<file path="src/rtl/note_lane_tracker_if.sv">
// rtl/note_lane_tracker_if.sv - lane event inputs and note state outputs of one note lane
interface note_lane_tracker_if #(
    parameter int NUM_SLOTS = 8
);
    logic                     frame_tick;
    logic                     spawn;
    logic                     hit;
    logic [32*NUM_SLOTS-1:0]  note_y_flat;
    logic [NUM_SLOTS-1:0]     note_valid;
    logic                     hit_ok;
    logic                     hit_bad;
    logic                     miss;
    logic                     spawn_drop;
    logic [15:0]              score;
    logic [7:0]               streak;

    modport master (
        output frame_tick, spawn, hit,
        input  note_y_flat, note_valid, hit_ok, hit_bad, miss, spawn_drop, score, streak
    );

    modport slave (
        input  frame_tick, spawn, hit,
        output note_y_flat, note_valid, hit_ok, hit_bad, miss, spawn_drop, score, streak
    );
endinterface

</file>
<file path="src/rtl/note_lane_tracker.sv">
// rtl/note_lane_tracker.sv - per-lane falling note slots, hit resolution, score and streak
module note_lane_tracker #(
    parameter int NUM_SLOTS = 8,
    parameter int SPEED     = 2,
    parameter int SPAWN_Y   = 0,
    parameter int BOTTOM_Y  = 480,
    parameter int HIT_LO    = 400,
    parameter int HIT_HI    = 440
) (
    input  logic                clock,
    input  logic                reset,
    note_lane_tracker_if.slave  bus
);
    localparam logic [10:0] L_SPEED  = 11'(SPEED);
    localparam logic [10:0] L_BOTTOM = 11'(BOTTOM_Y);
    localparam logic [10:0] L_HIT_LO = 11'(HIT_LO);
    localparam logic [10:0] L_HIT_HI = 11'(HIT_HI);
    localparam logic [9:0]  L_SPAWN  = 10'(SPAWN_Y);

    logic [9:0]           r_y [NUM_SLOTS];
    logic [NUM_SLOTS-1:0] r_valid;
    logic [15:0]          r_score;
    logic [7:0]           r_streak;
    logic                 r_hit_ok;
    logic                 r_hit_bad;
    logic                 r_miss;
    logic                 r_spawn_drop;

    logic [9:0]           w_y_nxt [NUM_SLOTS];
    logic [NUM_SLOTS-1:0] w_valid_nxt;
    logic [NUM_SLOTS-1:0] w_hit_mask;
    logic [NUM_SLOTS-1:0] w_free_mask;
    logic [10:0]          w_sum [NUM_SLOTS];
    logic [9:0]           w_best_y;
    logic                 w_found;
    logic                 w_free_found;
    logic                 w_hit_ok;
    logic                 w_hit_bad;
    logic                 w_retire;

    // All three stages look only at start-of-cycle r_valid/r_y; a slot freed
    // by a hit or retirement is never the spawn target in the same cycle.
    always_comb begin
        w_found      = 1'b0;
        w_best_y     = '0;
        w_hit_mask   = '0;
        w_free_found = 1'b0;
        w_free_mask  = '0;
        w_retire     = 1'b0;
        w_valid_nxt  = r_valid;
        for (int i = 0; i < NUM_SLOTS; i++) begin
            w_y_nxt[i] = r_y[i];
            w_sum[i]   = {1'b0, r_y[i]} + L_SPEED;
        end

        // Strict '>' while scanning upward keeps ties on the lowest index.
        for (int i = 0; i < NUM_SLOTS; i++) begin
            if (r_valid[i] && ({1'b0, r_y[i]} >= L_HIT_LO) && ({1'b0, r_y[i]} <= L_HIT_HI)
                && (!w_found || (r_y[i] > w_best_y))) begin
                w_found       = 1'b1;
                w_best_y      = r_y[i];
                w_hit_mask    = '0;
                w_hit_mask[i] = 1'b1;
            end
            if (!r_valid[i] && !w_free_found) begin
                w_free_found   = 1'b1;
                w_free_mask[i] = 1'b1;
            end
        end

        w_hit_ok  = bus.hit && w_found;
        w_hit_bad = bus.hit && !w_found;
        if (w_hit_ok) begin
            w_valid_nxt = r_valid & ~w_hit_mask;
        end

        if (bus.frame_tick) begin
            for (int i = 0; i < NUM_SLOTS; i++) begin
                if (r_valid[i] && !(w_hit_ok && w_hit_mask[i])) begin
                    if (w_sum[i] >= L_BOTTOM) begin
                        w_valid_nxt[i] = 1'b0;
                        w_retire       = 1'b1;
                    end else begin
                        w_y_nxt[i] = w_sum[i][9:0];
                    end
                end
            end
        end

        if (bus.spawn && w_free_found) begin
            for (int i = 0; i < NUM_SLOTS; i++) begin
                if (w_free_mask[i]) begin
                    w_valid_nxt[i] = 1'b1;
                    w_y_nxt[i]     = L_SPAWN;
                end
            end
        end
    end

    always_ff @(posedge clock) begin
        if (reset) begin
            for (int i = 0; i < NUM_SLOTS; i++) begin
                r_y[i] <= '0;
            end
            r_valid      <= '0;
            r_score      <= '0;
            r_streak     <= '0;
            r_hit_ok     <= 1'b0;
            r_hit_bad    <= 1'b0;
            r_miss       <= 1'b0;
            r_spawn_drop <= 1'b0;
        end else begin
            for (int i = 0; i < NUM_SLOTS; i++) begin
                r_y[i] <= w_y_nxt[i];
            end
            r_valid      <= w_valid_nxt;
            r_hit_ok     <= w_hit_ok;
            r_hit_bad    <= w_hit_bad;
            r_miss       <= w_retire;
            r_spawn_drop <= bus.spawn && !w_free_found;
            if (w_hit_ok && (r_score != 16'hFFFF)) begin
                r_score <= r_score + 16'd1;
            end
            // A miss or bad hit zeroes the streak even alongside a good hit.
            if (w_hit_bad || w_retire) begin
                r_streak <= '0;
            end else if (w_hit_ok && (r_streak != 8'hFF)) begin
                r_streak <= r_streak + 8'd1;
            end
        end
    end

    for (genvar g = 0; g < NUM_SLOTS; g++) begin : g_flat
        assign bus.note_y_flat[32*g +: 32] = {22'd0, r_y[g]};
    end

    assign bus.note_valid = r_valid;
    assign bus.hit_ok     = r_hit_ok;
    assign bus.hit_bad    = r_hit_bad;
    assign bus.miss       = r_miss;
    assign bus.spawn_drop = r_spawn_drop;
    assign bus.score      = r_score;
    assign bus.streak     = r_streak;
endmodule
</file>
<file path="src/flat_wrapper.sv">
// flat-port wrapper written by rule: the top's interface ports become plain ports
module note_lane_tracker_flat 
#(
    parameter int NUM_SLOTS = 8,
    parameter int SPEED     = 2,
    parameter int SPAWN_Y   = 0,
    parameter int BOTTOM_Y  = 480,
    parameter int HIT_LO    = 400,
    parameter int HIT_HI    = 440
)
  (clock, reset, bus_frame_tick, bus_spawn, bus_hit, bus_note_y_flat, bus_note_valid, bus_hit_ok, bus_hit_bad, bus_miss, bus_spawn_drop, bus_score, bus_streak);
  note_lane_tracker_if #(.NUM_SLOTS(NUM_SLOTS)) bus_i ();
  input  logic clock;
  input  logic reset;
  input wire logic [$bits(bus_i.frame_tick)-1:0] bus_frame_tick;
  input wire logic [$bits(bus_i.spawn)-1:0] bus_spawn;
  input wire logic [$bits(bus_i.hit)-1:0] bus_hit;
  output wire logic [$bits(bus_i.note_y_flat)-1:0] bus_note_y_flat;
  output wire logic [$bits(bus_i.note_valid)-1:0] bus_note_valid;
  output wire logic [$bits(bus_i.hit_ok)-1:0] bus_hit_ok;
  output wire logic [$bits(bus_i.hit_bad)-1:0] bus_hit_bad;
  output wire logic [$bits(bus_i.miss)-1:0] bus_miss;
  output wire logic [$bits(bus_i.spawn_drop)-1:0] bus_spawn_drop;
  output wire logic [$bits(bus_i.score)-1:0] bus_score;
  output wire logic [$bits(bus_i.streak)-1:0] bus_streak;
  assign bus_i.frame_tick = bus_frame_tick;
  assign bus_i.spawn = bus_spawn;
  assign bus_i.hit = bus_hit;
  assign bus_note_y_flat = bus_i.note_y_flat;
  assign bus_note_valid = bus_i.note_valid;
  assign bus_hit_ok = bus_i.hit_ok;
  assign bus_hit_bad = bus_i.hit_bad;
  assign bus_miss = bus_i.miss;
  assign bus_spawn_drop = bus_i.spawn_drop;
  assign bus_score = bus_i.score;
  assign bus_streak = bus_i.streak;
  note_lane_tracker #(.NUM_SLOTS(NUM_SLOTS), .SPEED(SPEED), .SPAWN_Y(SPAWN_Y), .BOTTOM_Y(BOTTOM_Y), .HIT_LO(HIT_LO), .HIT_HI(HIT_HI)) u_core (.clock(clock), .reset(reset), .bus(bus_i));
endmodule
</file>
<file path="config.mk">
export PLATFORM = sky130hd
export DESIGN_NAME = note_lane_tracker_flat
export DESIGN_NICKNAME = d
export VERILOG_FILES = /design/src/rtl/note_lane_tracker_if.sv /design/src/rtl/note_lane_tracker.sv /design/src/flat_wrapper.sv
export SDC_FILE = /design/constraint.sdc
export NUM_CORES = 1
export LEC_CHECK = 0
export ABC_AREA = 1
export BUFFER_PORTS_ARGS = -buffer_cell sky130_fd_sc_hd__buf_2
export CORE_MARGIN = 10
export CORE_UTILIZATION = 53
export DETAILED_ROUTE_END_ITERATION = 10
export GPL_ROUTABILITY_DRIVEN = 0
export PLACE_DENSITY_LB_ADDON = 0.3
export SYNTH_ARGS = -nofsm -noshare
export SYNTH_HDL_FRONTEND = slang
export SYNTH_SLANG_ARGS = --single-unit
</file>
<file path="constraint.sdc">
create_clock -name clock -period 13.9 [get_ports clock]
set_input_delay 4.17 -clock clock [delete_from_list [all_inputs] [get_ports clock]]
set_output_delay 4.17 -clock clock [all_outputs]
set_load 0.01 [all_outputs]
</file>
### Word level (Yosys, flattened, before mapping)

Memory sizes are Yosys's and may differ from the RTL's.
Cells that the tools add are included.

* word-level logic and storage cells: 273
* bits in registers: 36
* bits in latches: 0
* memories: 1
* ROM bits: 0
* output and inout port bits: 292
* memory bits (writable): 80

* divide/modulo/power cells: 0
* add/sub/neg operators: 10
* order comparisons: 31
* multipliers: 0
* shift-type cells: 0
* reductions and logical operators: 91
* equal/unequal tests: 2
* mux-type cells: 121
* bitwise logic cells: 10

Memories
* u_core.r_y: depth 8, width 10, rd ports 8, clocked after memory_dff 0, write ports 8, line note_lane_tracker.sv:20 `logic [9:0] r_y [NUM_SLOTS];`

Operators by type and width (number)
* $mux 10: 39
* $mux 80: 2
* $add 10x2->11 const B: 8
* $ge 11x9->1 const B: 8
* $ge 10x9->1 const B: 8
* $le 10x9->1 const B: 8
* $mux 8: 10
* $gt 10x10->1: 7
* $mux 1: 70
* $logic_and 1x1->1: 52
* $logic_not 1->1: 30
* $add 16x1->16 const B: 1
* $ne 16x16->1 const B: 1
* $add 8x1->8 const B: 1
* $and 8x8->8: 1
* $logic_or 1x1->1: 8
* $ne 8x8->1 const B: 1
* $not 8->8: 1
* $or 1x1->1: 8
* $reduce_or 2->1: 1

### Logic depth before layout (Yosys ltp)

Gate-level depths: netlist of the first run.
An unclocked memory read counts as a cell.

* depth after elaboration: 57
* gate-level depth with buffers: 90

### Worst setup path after synthesis of the first run

OpenSTA, ideal clock, no wires.

* path kind: register to register
* start point: memory u_core.r_y[0][1]
* end point: memory u_core.r_y[6][4] (netlist: u_core.r_y[0][64])
* stages on the path, launching flop included: 86
* path buffers: 2
* clock period less this slack: 9668 ps
* data arrival time: 9552 ps
* path slack: 4232 ps
* cell sequence: dfxtp_1 > inv_1 > ha_1 > inv_1 > nand4_1 > nand3_4 > inv_1 > nand2_1 > ha_1 > a21o_1 > o21ai_0 > nand3_1 > nand2_1 > nand2_1 > nand2_1 > nand2_1 > o21ai_0 > ha_1 > [... 50 more ...] > nand2_2 > clkbuf_1 > nand3_1 > o21ai_0 > ha_1 > nand2_1 > o21ai_0 > nand2_1 > nand3_1 > nand2_1 > o211ai_2 > inv_4 > a21oi_2 > nand2_2 > inv_2 > nand2_1 > o21ai_1 > a21oi_1

RTL lines (line)
* start: declaration: note_lane_tracker.sv:20

==> results of run 1 <==
-- cell usage in the layout, fill, tap and decap left out, types with 5 or more instances in the layout --
master     synthesis  final
nor2_2            11     11
nor4_1             9      9
o21ai_0           71     71
ha_1              81     81
o211ai_1           8      8
o21ai_1           14     14
nor3b_1            5      5
xor2_1            27     27
o21a_1            11     11
nand3_1           89     89
clkbuf_16          0      9
xnor2_1            9      9
nand2_4            5      5
nor3_1            26     26
and2_1            10     10
inv_1            152    152
buf_2              0    112
nor3_2             5      5
nand4_1           15     15
a31oi_1            5      5
nor2_1           101    101
inv_2             16     16
nor2_4             5      5
a21oi_2            8      8
nand2_1          220    220
dfxtp_1          108    108
a21oi_1          100    100
nand2_2           13     13
nand3b_1           5      5
conb_1             2    198
-- flip-flops by register name, summed over array words and instances, names as in the netlist --
register               count
u_core.bus.spawn_drop      1
u_core.r_y                72
u_core.bus.hit_bad         1
u_core.bus.note_valid      8
u_core.bus.streak          8
u_core.bus.hit_ok          1
u_core.bus.miss            1
u_core.bus.score          16
-- worst min path at each step --
| stage | start | slack (ps) | to | cells past startpoint |
|---|---|---|---|---|
| finish | u_core.r_y[0][8] | 480 | u_core.r_y[0][8] | 2 |
| floorplan | u_core.r_y[0][8] | 490 | u_core.r_y[0][8] | 2 |
| detailed placement | u_core.bus.score[15] | 470 | u_core.bus.score[15] | 2 |
| CTS | u_core.bus.score[15] | 480 | u_core.bus.score[15] | 2 |
| global route | u_core.bus.score[15] | 510 | u_core.bus.score[15] | 2 |
| global placement | u_core.r_y[0][8] | 460 | u_core.r_y[0][8] | 2 |
-- through the flow --
stage	cell area [um^2]	power [uW]	hold WS [ps]	setup WS [ps]
2_1_floorplan	10240	403.3	488.8	4232
3_3_place_gp	9619	373.9	461.4	3445
3_5_place_dp	9619	374.5	467.1	3024
4_1_cts	9937	658.0	479.0	2876
5_1_grt	9937	679.4	512.1	1558
6_report	9937	656.8	478.4	2760
-- logic make-up (layout without fill, tap and decap cells) --
| family | count (synthesis) | count (layout) | share of synthesized area (%) |
|---|---|---|---|
| compound gates | 232 | 232 | 13.73 |
| xor+xnor | 36 | 36 | 3.317 |
| fa+ha+maj | 81 | 81 | 10.66 |
| buf+inv | 366 | 298 | 22.15 |
| flops | 108 | 108 | 22.75 |
| other cells | 2 | 198 | 0.07901 |
| simple gates | 538 | 538 | 27.31 |
-- per-layer routing --
layer  track usage, %  share of wire [%]  up-vias
met2            33.29                 47      253
met1            23.29                 44     3876
met4            6.298                1.9        0
met3            5.216                6.9       37
li1                 -                  -     4358
met5                0                  0        -
-- where the power goes --
group | switching [uW] | leakage, uW | internal (uW)
registers | 2.52 | 0.000871 | 311
logic | 48.0 | 0.00376 | 9.74
clock network | 137 | 0.000157 | 149
-- worst min-delay path: stages, from the launching register on --
cell,delay (ps)
dfxtp_1,340
inv_1,50
a21oi_1,50
-- final cells by class --
cell class	instances	area, um^2
clock buffer	10	239.0
clock inverter	6	78.83
fill	1733	7480
inverter	170	641.9
multi-input combinational	1085	5973
sequential	108	2162
tap	225	281.5
timing repair buffer	112	560.5
==> impl_metrics.py, run 1 <==
metrics = {
    "worst_setup_path": {
        "cp.depth": 81,
        "crit_path_end": "u_core.r_y[0][36]",
        "r2r_slack_ps": 2760,
        "cp_max_fo": 16,
        "worstPathArrival_ps": 11440,
        "reg2regPathDepth": 81,
        "critPathBufInv": 6,
        "path_common_cell": "nand2_1",
        "startpoint_type": "flip-flop",
        "crit_start": "u_core.r_y[0][1]",
        "r2r_end": "u_core.r_y[0][36]",
        "cp-end-kind": "flip-flop",
        "rr_startpoint": "u_core.r_y[0][1]",
        "cpMaxStageDelayCell": "nand2_1",
        "crit_type": "flip-flop to flip-flop",
        "cp_top_family": "simple AND/OR/NAND/NOR gates",
        "slowest_delay_ps": 340,
        "required_ps": 14200,
    },
    "sta": {
        "worst_pin_slew_ps": 668.5,
        "setup_tns_ps": 0,
        "finClkSkew_ps": 13.77,
        "fin_crit_sh_pct": 80.15,
        "slew_headroom_pct": 55.22,
        "hold_viol": 0,
        "setup_viol": 0,
        "rsz0062_at_grt": "false",
        "finalMaxSlewViolations": 0,
        "max_freq_ghz": 0.08976,
        "min_period_ps": 11140,
    },
    "floorplanning": {
        "core_um2": 17420,
        "num_rows": 48,
        "die_w_um": 153.9,
        "top_level_ports": 297,
        "start_util_pct": 54.58,
        "die_h_um": 153.9,
        "die_area_um2": 23690,
    },
    "synth": {
        "netlist_top_cells_count": "220 x nand2_1, 186 x buf_4, 152 x inv_1",
        "ys_top_cells_by_area": "dfxtp_1 23%, buf_4 15%, ha_1 11%",
        "yosys.area.top_type_share_pct": 22.75,
        "syn_area_per_cell_um2": 6.974,
        "async_flop_share_pct": 0,
        "synth_top_area_cell": "dfxtp_1",
        "ys_seq_area_share_pct": 22.75,
        "synth-edff-count": 0,
        "yosys.cell_count.top_type": "nand2_1",
        "synthCells": 1363,
        "yosys_most_used_dff": "dfxtp_1",
        "yosysUniqueCellTypes": 54,
        "ys_ff_latch": 108,
        "synth_warnings": 0,
        "syn_area_um2": 9505,
    },
    "pwr": {
        "peakVddDrop_v": 0.00005727,
        "p_leak_uw": 0.004783,
        "powerDensity_nw_per_um2": 66.09,
    },
    "clock_network": {
        "clock_latency_ps": 380,
        "numCtsBuffers": 9,
        "h-tree-depth": 3,
        "clk_pin_slew_ps": 80,
        "cts_buffer_depth": 2,
        "hold_buffers": 0,
        "cts_resized": 0,
        "cts_sinks": 108,
        "tritoncts": "yes",
        "post_cts_buffers": 0,
        "cts-root-buf": "clkbuf_16",
    },
    "routing": {
        "ant_nets": 0,
        "first_pass_iters": 5,
        "dr.first_iter.drc_count": 467,
        "vias_per_cell": 4.967,
        "vias": 8524,
        "drc": 0,
        "post_drt_wl_per_cell_um": 14.31,
        "wirelength_um": 24560,
    },
    "global_route": {
        "grt_use_total_pct": 19.54,
        "grt_max_degree": 25,
        "grt_remaining_overflow": 0,
        "grt_pass1_vias": 7972,
        "antenna_found_initial": 0,
        "grt_pass1_wl_um": 39520,
    },
    "run": {
        "cap_violations": 0,
    },
    "cells_and_area": {
        "layout.cells.non_filler": 1716,
        "diodes": 0,
        "utilization_pct": 57.05,
        "nNetsFinal": 1572,
        "layout-drive-gt1-share_pct": 14.29,
        "area_delta_synth_final_pct": 4.541,
    },
    "worst_hold_path": {
        "hold_class": "flip-flop to flip-flop",
    },
    "placement": {
        "dp.cells": 1700,
        "io_buffers": 112,
        "hpwl_um": 19770,
    },
    "outcome": {
        "outcome": "finished, final reports clean",
    },
}
No activity file was read; power rests on OpenSTA's default activity.
==> run 2, diff against run 1 <==
Settings changed: ABC_AREA 1 to 0.
Clock period 13.9 ns to 11.43 ns, I/O delays scaled along.
==> run 2 against run 1 <==
Cell count down 7.5%. Synthesized cell count down 15%. Clock power up 17%. Register-to-register slack worse by 2900 ps. First-iteration DRC count up 29%. Area after synthesis down 3.8%. The flow now finishes with violations (setup timing). Wire length up 5.9%. Worst hold slack better by 20 ps. Total power up 19%. Non-clock buffer count up 99. Sequential share of layout area down 2.2 points. Critical path depth down 22.
==> impl_metrics.py, run 2 <==
metrics = {
    "worst_setup_path": {
        "crit_path_end": "u_core.bus.streak[1]",
        "r2r_end": "u_core.bus.streak[1]",
        "worstPathArrival_ps": 11830,
        "crit_type": "flip-flop to flip-flop",
        "cp_top_family": "compound AO/OA/AOI/OAI gates",
        "cpMaxStageDelayCell": "or3_1",
        "crit_start": "u_core.r_y[0][1]",
        "cp_max_fo": 8,
        "path_common_cell": "ha_1",
        "startpoint_type": "flip-flop",
        "cp-end-kind": "flip-flop",
        "critPathBufInv": 8,
        "reg2regPathDepth": 59,
        "required_ps": 11700,
        "cp.depth": 59,
        "r2r_slack_ps": -130,
        "slowest_delay_ps": 400,
        "rr_startpoint": "u_core.r_y[0][1]",
    },
    "clock_network": {
        "hold_buffers": 0,
        "clock_latency_ps": 370,
        "tritoncts": "yes",
        "cts_buffer_depth": 2,
        "h-tree-depth": 3,
        "cts_sinks": 108,
        "numCtsBuffers": 9,
        "cts-root-buf": "clkbuf_16",
        "clk_pin_slew_ps": 80,
    },
    "cells_and_area": {
        "layout-drive-gt1-share_pct": 28.00,
        "layout_commonest_cell": "conb_1",
        "utilization_pct": 66.44,
        "regMostFlops": "u_core.r_y",
        "final_cell_mix": "198 x conb_1, 127 x nor2_1, 112 x buf_2",
        "nNetsFinal": 1449,
        "register_area_um2": 2180,
        "area_delta_synth_final_pct": 21.72,
        "diodes": 0,
        "layout.cells.non_filler": 1588,
        "design_area_um2": 11140,
        "multiInputGateArea_um2": 6807,
        "largest_reg_flops": 72,
        "nFillCells": 1350,
    },
    "floorplanning": {
        "top_level_ports": 297,
        "die_area_um2": 22920,
        "core_um2": 16760,
        "die_h_um": 151.4,
        "die_w_um": 151.4,
        "num_rows": 47,
        "start_util_pct": 54.59,
    },
    "routing": {
        "wirelength_um": 26010,
        "dr.first_iter.drc_count": 603,
        "post_drt_wl_per_cell_um": 16.38,
        "ant_nets": 0,
        "first_pass_iters": 5,
        "vias": 8554,
        "drc": 0,
        "vias_per_cell": 5.387,
    },
    "sta": {
        "setup_tns_ps": -1687,
        "max_freq_ghz": 0.08651,
        "setup_ws_ps": -129.8,
        "min_period_ps": 11560,
        "finalMaxSlewViolations": 0,
        "setup_viol": 23,
        "worst_pin_slew_ps": 821.7,
        "rsz0062_at_grt": "true",
        "slew_headroom_pct": 44.72,
        "hold_viol": 0,
        "finClkSkew_ps": 11.33,
        "fin_crit_sh_pct": 101.1,
    },
    "synth": {
        "syn_area_um2": 9149,
        "syn_area_per_cell_um2": 7.914,
        "ys_seq_area_share_pct": 23.63,
        "synth-edff-count": 0,
        "async_flop_share_pct": 0,
        "yosys.area.top_type_share_pct": 23.63,
        "yosys_most_used_dff": "dfxtp_1",
        "netlist_top_cells_count": "184 x buf_4, 137 x nor2_1, 108 x dfxtp_1",
        "synthCells": 1156,
        "yosysUniqueCellTypes": 81,
        "synth_top_area_cell": "dfxtp_1",
        "ys_ff_latch": 108,
        "ys_top_cells_by_area": "dfxtp_1 24%, buf_4 15%, ha_1 11%",
        "synth_warnings": 0,
        "yosys.cell_count.top_type": "buf_4",
    },
    "pwr": {
        "peakVddDrop_v": 0.00009037,
        "p_sw_share_pct": 27.81,
        "powerDensity_nw_per_um2": 70.41,
        "p_leak_uw": 0.005101,
        "internal_power_uw": 566.0,
        "clkPwrFrac_pct": 42.6,
        "combPwrFrac_pct": 9.3,
        "switchingPower_uw": 218.0,
        "seqPwrFrac_pct": 48.1,
    },
    "run": {
        "cap_violations": 0,
    },
    "worst_hold_path": {
        "hold_class": "flip-flop to flip-flop",
    },
    "global_route": {
        "grt_max_degree": 40,
        "grt_pass1_wl_um": 37710,
        "antenna_found_initial": 0,
        "grt_remaining_overflow": 0,
        "grt_pass1_vias": 7635,
        "grt_use_total_pct": 19.62,
    },
    "placement": {
        "hpwl_um": 18810,
        "dpl_cell_area_um2": 9923,
        "dp.cells": 1536,
        "io_buffers": 112,
        "place_ws_ps": -306.0,
    },
    "outcome": {
        "outcome": "finished with violations",
        "violations": "setup timing",
    },
}
==> run 2: worst min-delay path by stage <==
stage | startpoint | to | slack [ps] | cells after the start
2_1_floorplan | u_core.r_y[0][9] | u_core.r_y[0][9] | 500 | 2
3_3_place_gp | u_core.bus.score[1] | u_core.bus.score[1] | 480 | 2
3_5_place_dp | u_core.bus.score[1] | u_core.bus.score[1] | 490 | 2
4_1_cts | u_core.bus.score[1] | u_core.bus.score[1] | 500 | 2
5_1_grt | u_core.bus.score[1] | u_core.bus.score[1] | 530 | 2
6_report | u_core.bus.score[1] | u_core.bus.score[1] | 500 | 2
==> run 2: final cells by class <==
| class | count | share of cell area, % |
|---|---|---|
| Inverter | 47 | 1.629 |
| Sequential cell | 108 | 19.57 |
| Tap cell | 220 | 2.472 |
| Timing Repair Buffer | 211 | 12.44 |
| Clock inverter | 7 | 0.7416 |
| Clock buffer | 9 | 2.022 |
| Multi-Input combinational cell | 986 | 61.12 |
==> run 2: worst min-delay path, stage by stage (launching register included) <==
cell     delay [ps]
dfxtp_1         340
nand2_1          60
a21oi_1          50
==> run 2: kinds of logic after synthesis <==
family / after synthesis / share of synthesized area (%)
buffers and inverters: 260 / 18.34
and+or+nand+nor: 425 / 23.30
other: 2 / 0.08209
adders and majority gates: 81 / 11.08
muxes: 13 / 1.463
xor gates and xnor gates: 66 / 6.318
DFF: 108 / 23.63
AOI/OAI and AO/OA: 201 / 15.78
==> run 2: stage by stage <==
step | hold slack [ps] | power [uW]
detailed placement | 490.2 | 447.3
floorplan | 499.1 | 483.1
CTS | 501.5 | 777.9
global route | 528.7 | 808.8
finish | 498.2 | 784.1
global placement | 482.8 | 447.3
==> run 2: timing repair <==
item	in CTS	in global routing
cloned	1	2
pin swaps	9	53
hold endpoints to repair	0	0
gates resized for setup	8	129
setup endpoints to repair	70	89
buffers inserted	10	25
==> run 2: power groups by stage <==
stage               clock, uW  sequential [uW]  combinational (uW)
floorplan                   0              388                95.4
global route              351              378                80.0
global placement            0              386                61.1
CTS                       339              377                61.3
finish                    334              377                72.9
detailed placement          0              386                61.0
==> run 2: metal layers <==
| layer | routed length [um] | GRT usage [%] | vias up | share of wire [%] |
|---|---|---|---|---|
| li1 | - | - | 4104 | - |
| met5 | 0 | 0 | - | 0 |
| met2 | 12560 | 32.93 | 377 | 48 |
| met4 | 664 | 6.112 | 0 | 2.6 |
| met1 | 10690 | 25.03 | 4009 | 41 |
| met3 | 2101 | 3.311 | 64 | 8.1 |
